## src/rtl/lab3_pkg.sv

```systemverilog
// Shared types and constants for the lab 3 command parser.
// States, modes, ASCII codes and the per-position digit limits live here.
package lab3_pkg;

  typedef enum logic [2:0] {
    IDLE,
    DIG0,
    DIG1,
    DIG2,
    DIG3,
    WAIT_CR
  } state_t;

  typedef enum logic {
    MODE_TIME,
    MODE_ALARM
  } mode_t;

  localparam logic [7:0] ASCII_L    = 8'h6c;
  localparam logic [7:0] ASCII_A    = 8'h61;
  localparam logic [7:0] ASCII_AT   = 8'h40;
  localparam logic [7:0] ASCII_ZERO = 8'h30;
  localparam logic [7:0] ASCII_CR   = 8'h0d;
  localparam logic [7:0] ASCII_ESC  = 8'h1b;

  // Positions are ordered Mtens, Mones, Stens, Sones (MM:SS).
  localparam logic [3:0] LIMIT_MTENS = 4'd5;
  localparam logic [3:0] LIMIT_MONES = 4'd9;
  localparam logic [3:0] LIMIT_STENS = 4'd5;
  localparam logic [3:0] LIMIT_SONES = 4'd9;

  function automatic logic [3:0] digit_limit(input logic [1:0] pos);
    logic [3:0] lim;
    case (pos)
      2'd0:    lim = LIMIT_MTENS;
      2'd1:    lim = LIMIT_MONES;
      2'd2:    lim = LIMIT_STENS;
      default: lim = LIMIT_SONES;
    endcase
    return lim;
  endfunction

endpackage

```

## src/rtl/lab3_cmd_parser_if.sv

```systemverilog
// Byte-stream link between the UART and the command parser.
// master = UART side (drives received bytes), slave = parser side (drives echo bytes).
interface lab3_cmd_parser_if;

  logic [7:0] rx_data;
  logic       rx_data_rdy;
  logic [7:0] tx_data;
  logic       tx_data_rdy;

  modport master (
    output rx_data,
    output rx_data_rdy,
    input  tx_data,
    input  tx_data_rdy
  );

  modport slave (
    input  rx_data,
    input  rx_data_rdy,
    output tx_data,
    output tx_data_rdy
  );

endinterface

```

## src/rtl/lab3_cmd_parser_ascii_digit_chk.sv

```systemverilog
// Combinational ASCII digit checker: converts a byte to BCD and flags whether
// it is a decimal digit no larger than the supplied limit.
module ascii_digit_chk
  import lab3_pkg::*;
(
  input  logic [7:0] ascii_byte,
  input  logic [3:0] limit,
  output logic [3:0] bcd,
  output logic       valid
);

  logic [7:0] offset;

  // Bytes below '0' wrap to large offsets, so the lower-bound test is explicit.
  always_comb begin
    offset = ascii_byte - ASCII_ZERO;
    bcd    = offset[3:0];
    valid  = (ascii_byte >= ASCII_ZERO) && (offset <= {4'd0, limit});
  end

endmodule

```

## src/rtl/lab3_cmd_parser.sv

```systemverilog
// Command parser for the lab 3 clock/alarm: decodes 'l'/'a' + MMSS + CR and '@'.
// Define LAB3_CMD_ECHO_EN to build the echo path toward the UART transmitter.
module lab3_cmd_parser
  import lab3_pkg::*;
#(
  parameter logic [7:0] CR_CODE  = ASCII_CR,
  parameter logic [7:0] ESC_CODE = ASCII_ESC
) (
  input  logic              clk12m,
  input  logic              rst_n,
  lab3_cmd_parser_if.slave  uart,
  output logic [3:0]        time_mtens,
  output logic [3:0]        time_mones,
  output logic [3:0]        time_stens,
  output logic [3:0]        time_sones,
  output logic              ld_time,
  output logic [3:0]        alarm_mtens,
  output logic [3:0]        alarm_mones,
  output logic [3:0]        alarm_stens,
  output logic [3:0]        alarm_sones,
  output logic              ld_alarm,
  output logic              alarm_en,
  output logic              cmd_err
);

  state_t          state_q, state_d;
  mode_t           mode_q, mode_d;
  logic [3:0][3:0] shadow_q, shadow_d;
  logic [3:0][3:0] time_q, alarm_q;
  logic            commit_time, commit_alarm;
  logic            err_d, toggle_en;
  logic            is_restart;
  logic [1:0]      dig_pos;
  logic [3:0]      dig_limit;
  logic [3:0]      dig_bcd;
  logic            dig_valid;

  always_comb begin
    dig_pos = 2'd0;
    case (state_q)
      DIG1:    dig_pos = 2'd1;
      DIG2:    dig_pos = 2'd2;
      DIG3:    dig_pos = 2'd3;
      default: dig_pos = 2'd0;
    endcase
  end

  assign dig_limit  = digit_limit(dig_pos);
  assign is_restart = (uart.rx_data == ASCII_L) || (uart.rx_data == ASCII_A);

  ascii_digit_chk u_digit_chk (
    .ascii_byte (uart.rx_data),
    .limit      (dig_limit),
    .bcd        (dig_bcd),
    .valid      (dig_valid)
  );

  // Restart beats abort beats digit/CR handling in every capture state.
  always_comb begin
    state_d      = state_q;
    mode_d       = mode_q;
    shadow_d     = shadow_q;
    commit_time  = 1'b0;
    commit_alarm = 1'b0;
    err_d        = 1'b0;
    toggle_en    = 1'b0;
    if (uart.rx_data_rdy) begin
      if (state_q == IDLE) begin
        if (uart.rx_data == ASCII_L) begin
          state_d = DIG0;
          mode_d  = MODE_TIME;
        end else if (uart.rx_data == ASCII_A) begin
          state_d = DIG0;
          mode_d  = MODE_ALARM;
        end else if (uart.rx_data == ASCII_AT) begin
          toggle_en = 1'b1;
        end
      end else if (is_restart) begin
        state_d = DIG0;
        mode_d  = (uart.rx_data == ASCII_L) ? MODE_TIME : MODE_ALARM;
      end else if (uart.rx_data == ESC_CODE) begin
        state_d = IDLE;
      end else if (state_q == WAIT_CR) begin
        state_d = IDLE;
        if (uart.rx_data == CR_CODE) begin
          commit_time  = (mode_q == MODE_TIME);
          commit_alarm = (mode_q == MODE_ALARM);
        end else begin
          err_d = 1'b1;
        end
      end else if (dig_valid) begin
        shadow_d[dig_pos] = dig_bcd;
        case (state_q)
          DIG0:    state_d = DIG1;
          DIG1:    state_d = DIG2;
          DIG2:    state_d = DIG3;
          default: state_d = WAIT_CR;
        endcase
      end else begin
        state_d = IDLE;
        err_d   = 1'b1;
      end
    end
  end

  always_ff @(posedge clk12m or negedge rst_n) begin
    if (!rst_n) begin
      state_q  <= IDLE;
      mode_q   <= MODE_TIME;
      shadow_q <= '0;
      time_q   <= '0;
      alarm_q  <= '0;
      ld_time  <= 1'b0;
      ld_alarm <= 1'b0;
      alarm_en <= 1'b0;
      cmd_err  <= 1'b0;
    end else begin
      state_q  <= state_d;
      mode_q   <= mode_d;
      shadow_q <= shadow_d;
      ld_time  <= commit_time;
      ld_alarm <= commit_alarm;
      cmd_err  <= err_d;
      if (commit_time) begin
        time_q <= shadow_q;
      end
      if (commit_alarm) begin
        alarm_q <= shadow_q;
      end
      if (toggle_en) begin
        alarm_en <= ~alarm_en;
      end
    end
  end

  assign time_mtens  = time_q[0];
  assign time_mones  = time_q[1];
  assign time_stens  = time_q[2];
  assign time_sones  = time_q[3];
  assign alarm_mtens = alarm_q[0];
  assign alarm_mones = alarm_q[1];
  assign alarm_stens = alarm_q[2];
  assign alarm_sones = alarm_q[3];

`ifdef LAB3_CMD_ECHO_EN
  logic       echo;
  logic [7:0] tx_data_q;
  logic       tx_data_rdy_q;

  // Outside IDLE every strobed byte is either accepted or an error;
  // in IDLE only 'l', 'a' and '@' count as accepted.
  assign echo = uart.rx_data_rdy && !err_d &&
                ((state_q != IDLE) || (state_d != IDLE) || toggle_en);

  always_ff @(posedge clk12m or negedge rst_n) begin
    if (!rst_n) begin
      tx_data_q     <= 8'h00;
      tx_data_rdy_q <= 1'b0;
    end else begin
      tx_data_rdy_q <= echo;
      if (echo) begin
        tx_data_q <= uart.rx_data;
      end
    end
  end

  assign uart.tx_data     = tx_data_q;
  assign uart.tx_data_rdy = tx_data_rdy_q;
`else
  assign uart.tx_data     = 8'h00;
  assign uart.tx_data_rdy = 1'b0;
`endif

endmodule

```

## src/flat_wrapper.sv

```systemverilog
// flat-port wrapper written by rule: the top's interface ports become plain ports
module lab3_cmd_parser_flat import lab3_pkg::*;
#(
  parameter logic [7:0] CR_CODE  = ASCII_CR,
  parameter logic [7:0] ESC_CODE = ASCII_ESC
)
  (clk12m, rst_n, time_mtens, time_mones, time_stens, time_sones, ld_time, alarm_mtens, alarm_mones, alarm_stens, alarm_sones, ld_alarm, alarm_en, cmd_err, uart_rx_data, uart_rx_data_rdy, uart_tx_data, uart_tx_data_rdy);
  lab3_cmd_parser_if uart_i ();
  input  logic clk12m;
  input  logic rst_n;
  output logic [3:0] time_mtens;
  output logic [3:0] time_mones;
  output logic [3:0] time_stens;
  output logic [3:0] time_sones;
  output logic ld_time;
  output logic [3:0] alarm_mtens;
  output logic [3:0] alarm_mones;
  output logic [3:0] alarm_stens;
  output logic [3:0] alarm_sones;
  output logic ld_alarm;
  output logic alarm_en;
  output logic cmd_err;
  input wire logic [$bits(uart_i.rx_data)-1:0] uart_rx_data;
  input wire logic [$bits(uart_i.rx_data_rdy)-1:0] uart_rx_data_rdy;
  output wire logic [$bits(uart_i.tx_data)-1:0] uart_tx_data;
  output wire logic [$bits(uart_i.tx_data_rdy)-1:0] uart_tx_data_rdy;
  assign uart_i.rx_data = uart_rx_data;
  assign uart_i.rx_data_rdy = uart_rx_data_rdy;
  assign uart_tx_data = uart_i.tx_data;
  assign uart_tx_data_rdy = uart_i.tx_data_rdy;
  lab3_cmd_parser #(.CR_CODE(CR_CODE), .ESC_CODE(ESC_CODE)) u_core (.clk12m(clk12m), .rst_n(rst_n), .uart(uart_i), .time_mtens(time_mtens), .time_mones(time_mones), .time_stens(time_stens), .time_sones(time_sones), .ld_time(ld_time), .alarm_mtens(alarm_mtens), .alarm_mones(alarm_mones), .alarm_stens(alarm_stens), .alarm_sones(alarm_sones), .ld_alarm(ld_alarm), .alarm_en(alarm_en), .cmd_err(cmd_err));
endmodule
```

## config.mk

```make
export PLATFORM = sky130hd
export DESIGN_NAME = lab3_cmd_parser_flat
export DESIGN_NICKNAME = d
export VERILOG_FILES = /design/src/rtl/lab3_pkg.sv /design/src/rtl/lab3_cmd_parser_if.sv /design/src/rtl/lab3_cmd_parser_ascii_digit_chk.sv /design/src/rtl/lab3_cmd_parser.sv /design/src/flat_wrapper.sv
export SDC_FILE = /design/constraint.sdc
export NUM_CORES = 1
export LEC_CHECK = 0
export ABC_AREA = 1
export CORE_UTILIZATION = 30
export CTS_CLUSTER_SIZE = 25
export DETAILED_ROUTE_END_ITERATION = 12
export PLACE_DENSITY = 0.6
export SETUP_SLACK_MARGIN = 0.2
export SLEW_MARGIN = 25
export SYNTH_ARGS = -nofsm -noshare
export SYNTH_HDL_FRONTEND = slang
export SYNTH_SLANG_ARGS = --single-unit
```

## constraint.sdc

```tcl
create_clock -name clk12m -period 4.55 [get_ports clk12m]
set_clock_uncertainty 0.05 [all_clocks]
set_input_delay 0.6825 -clock clk12m [delete_from_list [all_inputs] [get_ports clk12m]]
set_output_delay 0.6825 -clock clk12m [all_outputs]
set_load 0.005 [all_outputs]
```

==> summary.md, run 1 <==
| Metric | Value |
|---|---|
| Status | finished clean |
| Row count | 35 |
| Finished Layout Cells | 485 |
| Most common cell after layout, fill and taps aside | nand2_1 |
| Antenna Cells | 0 |
| RSZ-0062 raised after global routing | false |
| Startpoint Class | input pin |
| Die Span Y | approximately 100 um |
| Hold Path Cell Cnt | 2 |
| Power per standard cell area | 288 nW/um^2 |
| Clock buffer count from CTS | 5 |
| Top cell type's share of synthesized area | 0.479 |
| P_leak | 1.62 nW |
| # DRC | 0 |
| Post-Place Worst Slack | 1190 ps |
| Worst min-delay path category | flop to flop |
| Reg-to-Reg Start | u_core.state_q[1] |
| Initial Utilization | 0.314 |
| Clock root cell | clkbuf_8 |
| Placer Congestion | ~0.8 |
| Routed vias | 2075 |
| Wire per inst | 11.0 um |
| # port buffers | 46 |
| Die Area | around 10000 sq um |
| Reg-to-reg endpoint | u_core.shadow_q[3] |
| Fraction of layout cells with a size suffix above 1 | 0.205 |
| H-tree levels | 2 |
| Yosys Warn Count | 0 |
| CP endpoint kind | flop |
| Post-synth top area cell | dfrtp_1 |
| Worst hold endpoint | u_core.shadow_q[13] |
| Hold Vio Cnt, Final | 0 |
| Layout net count | 368 |
| Cells resized by post-CTS repair | 0 |
| Setup repair bufs after CTS | 0 |
| Setup-failing EPs final | 0 |
| Die X | 101 um |
| Fin crit share | 0.671 |
| Fillers | 981 |
| Routed Antenna Nets | 0 |
| Fmax | 0.327 GHz |
| Gr ovfl total | 0 |
| Synth cell types | 28 |
| Largest net degree at the start of global routing | 57 |
| Clk slew on worst S/H paths | 100 ps |
| Worst skew pair latency | 300 ps |
| Register area | 1400 sq um |
| Synth area leaders | dfrtp_1 48%, nand2_1 11%, o21ai_2 9.0% |
| DP Cell Count | around 480 |
| Reg2Reg Depth | 13 |
| Core footprint | 9330 sq um |
| Via density | roughly 4.3 |
| Final worst path period need | 3050 ps |
| Max Fanout on Critical Path | 20 |
| Sequential area share after synthesis | 0.479 |
| Sw Share | 0.318 |
| GRT Total Usage | 0.115 |
| Fin area | ~3500 sq um |
| Final worst slack | 1500 ps |
| Worst slew pin tran | 1010 ps |
| DR pass1 iterations | 4 |
| Initial antenna violation count | 0 |
| Setup_tns | 0 ps |
| Multi-input logic area | 1210 sq um |
| Max clock buf depth | 2 |
| Switch Pwr | 0.317 mW |
| DRT iter0 DRCs | 92 |
| Slew Limit Headroom | 0.327 |
| Sequential share of power | 0.536 |
| Global-route wire length before repair | 9400 um |
| Clock network power share | 0.277 |
| R2r setup slk | approximately 1600 ps |
| Vias in the first global route | 2065 |
| Max-cap viol count | 0 |
| # IOs | 56 |
| Mapped Cells | 316 |
| Layout area overhead | 18.3% |
| Int Pwr | around 0.7 mW |
| Worst Path Arrival | 3210 ps |
| Mean Syn Cell Area | between 9 and 10 sq um |
| Routed WL | 5330 um |
| Hold slack final | 435 ps |
| Max Transition Viols Final | 0 |
| CP Class | input pin to flop |
| Hold Startpoint | u_core.shadow_q[13] |
| Mapped Area | 2930 sq um |
| Hold-fix buffers, CTS | 0 |
| Max VDD drop | 151 uV |
| Worst Path Required | ~4700 ps |
| Flops & latches, synth | 56 |
| Logic pwr share | 0.187 |
| CTS tree | built |
| Dpl hpwl | between 3000 and 4000 um |
| Most frequent cells in the layout | 88 x nand2_1, 56 x dfrtp_1, 45 x clkdlybuf4s50_1 |
| CTS sink cnt | 56 |
| DP Area | 3370 sq um |
## Yosys cell counts
| master | number |
|---|---|
| nand2_1 | 88 |
| inv_4 | 1 |
| nand4_1 | 18 |
| a21oi_2 | 2 |
| buf_6 | 10 |
| nor2_1 | 17 |
| o21ai_1 | 3 |
| a21oi_1 | 3 |
| nor3_1 | 2 |
| nor3_2 | 1 |
| nor2_2 | 3 |
| inv_2 | 8 |
| o21bai_1 | 1 |
| nor2_8 | 2 |
| nand3_4 | 4 |
| o21ai_0 | 1 |
| inv_1 | 27 |
| nand3_1 | 10 |
| ha_1 | 2 |
| nand2_2 | 4 |
| nand3_2 | 2 |
| dfrtp_1 | 56 |
| nor2_4 | 3 |
| o21ai_2 | 30 |
| xor2_1 | 1 |
| conb_1 | 1 |
| buf_4 | 13 |
| nand2_4 | 3 |
## critical path: stages
cell and delay (ps):
clkdlybuf4s50_1 700, ha_1 320, nand2_1 100, inv_1 80
nand2_1 110, nand3_2 80, a21oi_2 800, nand3_4 160
nand2_1 120, nand2_1 50
## registers in the layout, indices dropped and copies added (netlist names), 3 cells and up
name,count
u_core.shadow_q,16
u_core.alarm_mones,4
u_core.alarm_mtens,4
u_core.alarm_sones,4
u_core.alarm_stens,4
u_core.time_mones,4
u_core.time_mtens,4
u_core.time_sones,4
u_core.time_stens,4
u_core.state_q,3
## worst max-delay path by stage
stage,startpoint,to
2_1_floorplan,u_core.state_q[1],u_core.shadow_q[4]
3_3_place_gp,uart_rx_data[3],u_core.shadow_q[6]
3_5_place_dp,uart_rx_data[3],u_core.shadow_q[13]
4_1_cts,uart_rx_data[3],u_core.shadow_q[3]
5_1_grt,u_core.state_q[1],u_core.shadow_q[0]
6_report,uart_rx_data[3],u_core.shadow_q[3]
## cells by family (layout without fill, tap and decap cells)
group | Yosys count | after routing | share of synthesized area
compound gates | 40 | 40 | 0.110
fa+ha+maj | 2 | 2 | 0.00855
xor+xnor | 1 | 1 | 0.00299
simple gates | 157 | 157 | 0.279
buf+inv | 59 | 91 | 0.119
other cells | 1 | 9 | 0.00128
flops | 56 | 56 | 0.479
## layout make-up
cell class / instances / area share
clock inverter: 3 / 0.00650
tap: 129 / 0.0466
inverter: 36 / 0.0397
multi-input combinational: 209 / 0.349
timing repair buffer: 47 / 0.134
sequential: 56 / 0.405
clock buffer: 5 / 0.0199
## per-stage QoR
step | total power, mW | util
floorplan | 0.702 | -
global placement | 0.728 | 0.362
detailed placement | 0.733 | 0.362
CTS | 1.01 | 0.371
global route | 1.06 | 0.371
finish | 0.999 | 0.371
## metal layers
| metal | share of wire | global-route usage |
|---|---|---|
| met1 | 0.52 | 0.153 |
| met2 | 0.42 | 0.188 |
| met5 | 0 | 0 |
| met3 | 0.047 | 0.0277 |
| met4 | 0.012 | 0.0301 |
## power by group through the flow
stage	clock network, mW	logic (mW)	registers, mW
floorplan	0	0.160	0.542
global placement	0	0.182	0.546
detailed placement	0	0.187	0.545
CTS	0.286	0.188	0.536
global route	0.307	0.216	0.538
finish	0.276	0.187	0.536
Note: power is estimated with default switching activity, not from simulation.
==> run 2: changes to the inputs <==
==> constraint.sdc (replaced) <==
create_clock -name clk12m -period 3 [get_ports clk12m]
set_clock_uncertainty 0.05 [all_clocks]
set_input_delay 0.45 -clock clk12m [delete_from_list [all_inputs] [get_ports clk12m]]
set_output_delay 0.45 -clock clk12m [all_outputs]
set_load 0.005 [all_outputs]
==> run 2 against run 1 <==
Power rose by 78%. Critical path depth is 5 higher. Hold slack got worse by 6.6 ps. Cell area increased by 3.8%. Die area did not move. Sequential share of layout area decreased by 1.5 points. Flip-flop and latch count unchanged. Cell count grew 1.6%.
==> summary.md, run 2 (synthesized netlist as in run 1, its figures left out) <==
| Metric | Value |
|---|---|
| Status | finished clean |
| Fraction of layout cells with a size suffix above 1 | 0.220 |
| Max Transition Viols Final | 0 |
| P_leak | approximately 1.7 nW |
| Power per standard cell area | 494 nW/um^2 |
| # DRC | 0 |
| Largest net degree at the start of global routing | 34 |
| CTS sink cnt | 56 |
| Met1 Track Usage GR | 0.172 |
| Global-route wire length before repair | 10200 um |
| H-tree levels | 2 |
| Fmax | 0.406 GHz |
| Die Area | approximately 10000 sq um |
| Max Fanout on Critical Path | 20 |
| Dpl hpwl | between 4000 and 5000 um |
| Met2 Use GR | 0.193 |
| CTS tree | built |
| Clock buffer count from CTS | 5 |
| Die Span Y | 101 um |
| Setup_tns | 0 ps |
| Placer Congestion | 0.755 |
| Antenna Cells | 0 |
| Via density | 4.33 |
| Die X | 101 um |
| Max clock buf depth | 2 |
| Clk slew on worst S/H paths | around 100 ps |
| Row count | 35 |
| Startpoint Class | flop |
| Clock root cell | clkbuf_8 |
| Hold Vio Cnt, Final | 0 |
| Final worst path period need | 2460 ps |
| Slew Limit Headroom | 0.610 |
| # IOs | 56 |
| Switch Pwr | 0.480 mW |
| CP endpoint kind | flop |
| Sequential share of power | 0.458 |
| Worst skew pair latency | 300 ps |
| Clock network power share | 0.373 |
| Setup-failing EPs final | 0 |
| Initial Utilization | 0.314 |
| DRT iter0 DRCs | 86 |
| # port buffers | 46 |
| Max VDD drop | roughly 230 uV |
| Most frequent cells in the layout | 88 x nand2_1, 56 x dfrtp_1, 45 x clkdlybuf4s50_1 |
| Worst Path Arrival | about 2600 ps |
| Gr ovfl total | 0 |
| Max-cap viol count | 0 |
| Worst slew pin tran | 584 ps |
| Fin crit share | 0.820 |
| Cells resized by post-CTS repair | 0 |
| GRT Total Usage | 0.126 |
| Routed Antenna Nets | 0 |
| Setup repair bufs after CTS | 0 |
| Layout area overhead | 22.7% |
| Largest register FFs | 16 |
| Worst Path Required | 3150 ps |
| RSZ-0062 raised after global routing | false |
| DR pass1 iterations | 4 |
| Routed WL | 5620 um |
| Most common cell after layout, fill and taps aside | nand2_1 |
| Vias in the first global route | approximately 2100 |
| Met3 GRT Util | 0.0270 |
| Final worst slack | between 500 and 600 ps |
| Hold-fix buffers, CTS | 1 |
| Post-Place Worst Slack | around 500 ps |
| Worst min-delay path category | flop to flop |
| Core footprint | 9330 sq um |
| Logic pwr share | 0.169 |
| Sw Share | 0.270 |
| CP Class | flop to flop |
| Wire per inst | 11.4 um |
| Routed vias | roughly 2100 |
| Int Pwr | 1.30 mW |
| Layout net count | 376 |
| Initial antenna violation count | 0 |
| Register bank with the most flops | u_core.shadow_q |
| Most Crowded Layer GR | met2 |
## run 2: changes by cell type in the layout (fill, tap and decap cells not counted)
cell,change
buf_4,+7
bufinv_16,+3
clkinv_2,-1
clkinv_4,-1
dlygate4sd3_1,+1
inv_6,-1
## run 2: cell type report
cell class,instances,area [sq um]
Tap cell,129,161
Clock buffer,5,68.8
Inverter,36,138
Fill cell,929,5730
Multi-Input combinational cell,209,1210
Sequential cell,56,1400
Clock inverter,3,90.1
Timing Repair Buffer,55,526
## run 2: metrics by stage
stage	hold WS [ps]	power, mW	utilization	cell area [sq um]	cells
2_1_floorplan	104	1.07	-	2960	324
3_3_place_gp	284	1.12	0.367	3420	484
3_5_place_dp	288	1.13	0.367	3420	484
4_1_cts	433	1.80	0.385	3590	493
5_1_grt	451	1.87	0.385	3590	493
6_report	428	1.78	0.385	3590	493
## run 2: worst paths after layout
path	start	end	slack (ps)	depth (start not counted)
max reg2reg	u_core.state_q[1]	u_core.shadow_q[7]	540	15
max in group asynchronous	rst_n	u_core.time_mtens[3]	1800	3
min in group asynchronous	rst_n	u_core.time_mtens[0]	490	2
max	u_core.state_q[1]	u_core.shadow_q[7]	540	15
min reg2reg	u_core.shadow_q[6]	u_core.shadow_q[6]	430	2
min	u_core.shadow_q[6]	u_core.shadow_q[6]	430	2
## run 2: power groups by stage
stage | clock, mW | combinational [mW] | sequential, mW
after detailed placement | 0 | 0.301 | 0.828
after global routing | 0.711 | 0.340 | 0.819
after floorplan | 0 | 0.243 | 0.822
after CTS | 0.678 | 0.303 | 0.814
final | 0.663 | 0.300 | 0.814
after global placement | 0 | 0.294 | 0.828
## run 2: per-layer routing
metal,wire length [um],up-vias
li1,-,1089
met3,281,4
met5,0,-
met4,46,0
met2,2530,60
met1,2760,981
## run 2: worst max-delay path: stages, from the launching register on
cell     delay (ps)
dfrtp_1         430
inv_2           110
nor3_2           40
buf_4           160
nor2_1          190
inv_1            80
ha_1            280
nand2_1          80
inv_1            90
nand2_1         110
nand3_2          90
a21oi_2         130
buf_4           270
nand3_4         110
nand2_1          80
nand2_1          40
==> run 3: changes to the inputs <==
==> constraint.sdc (replaced) <==
create_clock -name clk12m -period 2.5 [get_ports clk12m]
set_clock_uncertainty 0.05 [all_clocks]
set_input_delay 0.375 -clock clk12m [delete_from_list [all_inputs] [get_ports clk12m]]
set_output_delay 0.375 -clock clk12m [all_outputs]
set_load 0.005 [all_outputs]
==> run 3 against run 2 <==
The run now ends with hold timing left. Non-clock buffer count rose by 6. Routed wire length about the same. Setup slack got worse by 200 ps. Global-route usage fell by 0.85 points. First-iteration DRC count up 19%. Sequential power rose by 21%. Utilization increased by 1.4 points. Count of clock-buffer cells in the layout grew 1. Largest cell class unchanged. Register-to-register slack lost 200 ps. Cell count up 1.2%. Sequential share of layout area decreased by 1.3 points. Clock power decreased by 22%.
==> summary.md, run 3 (synthesized netlist as in run 1, its figures left out) <==
| Metric | Value |
|---|---|
| Finished Layout Cells | 499 |
| Largest net degree at the start of global routing | 57 |
| DR pass1 iterations | 6 |
| Clk slew on worst S/H paths | 100 ps |
| Routed WL | 5620 um |
| Core footprint | about 9300 sq um |
| Die Span Y | 101 um |
| Hold slack final | -10.6 ps |
| Setup_tns | 0 ps |
| Worst Path Arrival | 2320 ps |
| Register area | 1400 sq um |
| Placer Congestion | around 0.77 |
| Largest register FFs | 16 |
| Hold Vio Cnt, Final | 6 |
| Max VDD drop | 244 uV |
| Layout area overhead | 27.2% |
| Row count | 35 |
| Met3 Wirelength | 239 um |
| CTS sink cnt | 56 |
| Reg-to-reg endpoint | u_core.shadow_q[1] |
| H-tree levels | 2 |
| Antenna Cells | 0 |
| RSZ-0062 raised after global routing | false |
| Sw Share | 0.312 |
| Vias in the first global route | approximately 1900 |
| Routed Antenna Nets | 0 |
| Fraction of layout cells with a size suffix above 1 | 0.276 |
| Sequential share of power | 0.510 |
| Clock buffer count from CTS | 5 |
| GRT Total Usage | 0.117 |
| DRT iter0 DRCs | between 100 and 150 |
| Gr ovfl total | 0 |
| Max Transition Viols Final | 0 |
| Logic pwr share | 0.223 |
| Register bank with the most flops | u_core.shadow_q |
| Final worst path period need | 2160 ps |
| # port buffers | between 40 and 50 |
| Final Util | 0.399 |
| P_leak | 1.70 nW |
| Layout net count | 382 |
| Startpoint Class | flop |
| Highest metal used | met4 |
| M1 wire length | 2810 um |
| Max-cap viol count | 0 |
| Global-route wire length before repair | 9360 um |
| Initial antenna violation count | 0 |
| DP Area | 3470 sq um |
| Multi-input logic area | 1280 sq um |
| Initial Utilization | 0.314 |
| Max clock buf depth | 2 |
| Max Fanout on Critical Path | 5 |
| Status | finished, violations left |
| CP endpoint kind | flop |
| DP Cell Count | 485 |
| Setup-failing EPs final | 0 |
| Via density | roughly 4.3 |
| # IOs | 56 |
| Reg-to-Reg Start | u_core.state_q[1] |
| Reg2Reg Depth | 15 |
| Total power | 1.94 mW |
| Worst Path Required | roughly 2700 ps |
| Int Pwr | 1.33 mW |
| CTS tree | built |
| Fin crit share | 0.865 |
| CP Class | flop to flop |
| Power per standard cell area | between 500 and 600 nW/um^2 |
| Failing checks | hold timing |
| Post-Place Worst Slack | approximately 220 ps |
| Clock root cell | clkbuf_8 |
| Most common cell after layout, fill and taps aside | nand2_1 |
| Routed vias | 2161 |
| Most frequent cells in the layout | 80 x nand2_1, 55 x dfrtp_1, 45 x clkdlybuf4s50_1 |
| Fillers | 935 |
| Switch Pwr | 0.603 mW |
| Die Area | 10200 sq um |
| Worst skew pair latency | 310 ps |
| Clock network power share | 0.267 |
| # DRC | 0 |
| Fmax | 0.462 GHz |
| WL met2 | between 2000 and 2500 um |
| Die X | 101 um |
| Fin area | 3720 sq um |
| Dpl hpwl | roughly 4000 um |
| Final worst slack | roughly 340 ps |
| Worst min-delay path category | input pin to asynchronous set/reset pin |
| R2r setup slk | 340 ps |
| Wire per inst | 11.3 um |
run 3: worst max path at each step:
stage                                 start            endpoint  cells past startpoint
final                     u_core.state_q[1]  u_core.shadow_q[1]                     15
after global routing      u_core.state_q[1]  u_core.shadow_q[0]                     15
after CTS                 u_core.state_q[1]  u_core.shadow_q[1]                     15
after detailed placement  u_core.state_q[1]  u_core.shadow_q[1]                     15
after global placement    u_core.state_q[1]  u_core.shadow_q[1]                     15
after floorplan           u_core.state_q[1]  u_core.shadow_q[4]                     12
run 3: final cells by class:
| class | instances | area share |
|---|---|---|
| sequential | 56 | 0.377 |
| multi-input combinational | 209 | 0.345 |
| timing repair buffer | 61 | 0.172 |
| tap | 129 | 0.0433 |
| inverter | 36 | 0.0370 |
| clock buffer | 6 | 0.0222 |
| clock inverter | 2 | 0.00403 |
run 3: what timing repair did:
item                       in CTS  in global routing
hold buffers                    0                  0
resized for setup               0                 19
buffers inserted                0                  4
setup endpoints to repair       0                 18
run 3: power groups by stage:
| stage | sequential (mW) | clock [mW] | combinational, mW |
|---|---|---|---|
| 5_1_grt | 0.991 | 0.566 | 0.484 |
| 6_report | 0.987 | 0.518 | 0.431 |
| 4_1_cts | 0.981 | 0.537 | 0.390 |
| 2_1_floorplan | 0.987 | 0 | 0.292 |
| 3_5_place_dp | 0.998 | 0 | 0.389 |
| 3_3_place_gp | 0.996 | 0 | 0.381 |
run 3: worst max-delay path: stages, from the launching register on:
cell,delay [ps]
dfrtp_1,420
inv_2,110
nand2_2,90
nor2_4,130
nor2_4,60
inv_2,70
ha_4,190
nand2_2,80
inv_2,60
nand2_2,70
nand3_2,80
a21oi_4,280
buf_12,170
nand3_4,90
nand2_2,70
nand2_1,50
run 3: metal layers:
| layer | vias to the layer above | global-route usage |
|---|---|---|
| met3 | 7 | 0.0222 |
| met2 | 52 | 0.179 |
| li1 | 1103 | - |
| met5 | - | 0 |
| met1 | 999 | 0.165 |
| met4 | 0 | 0.0446 |
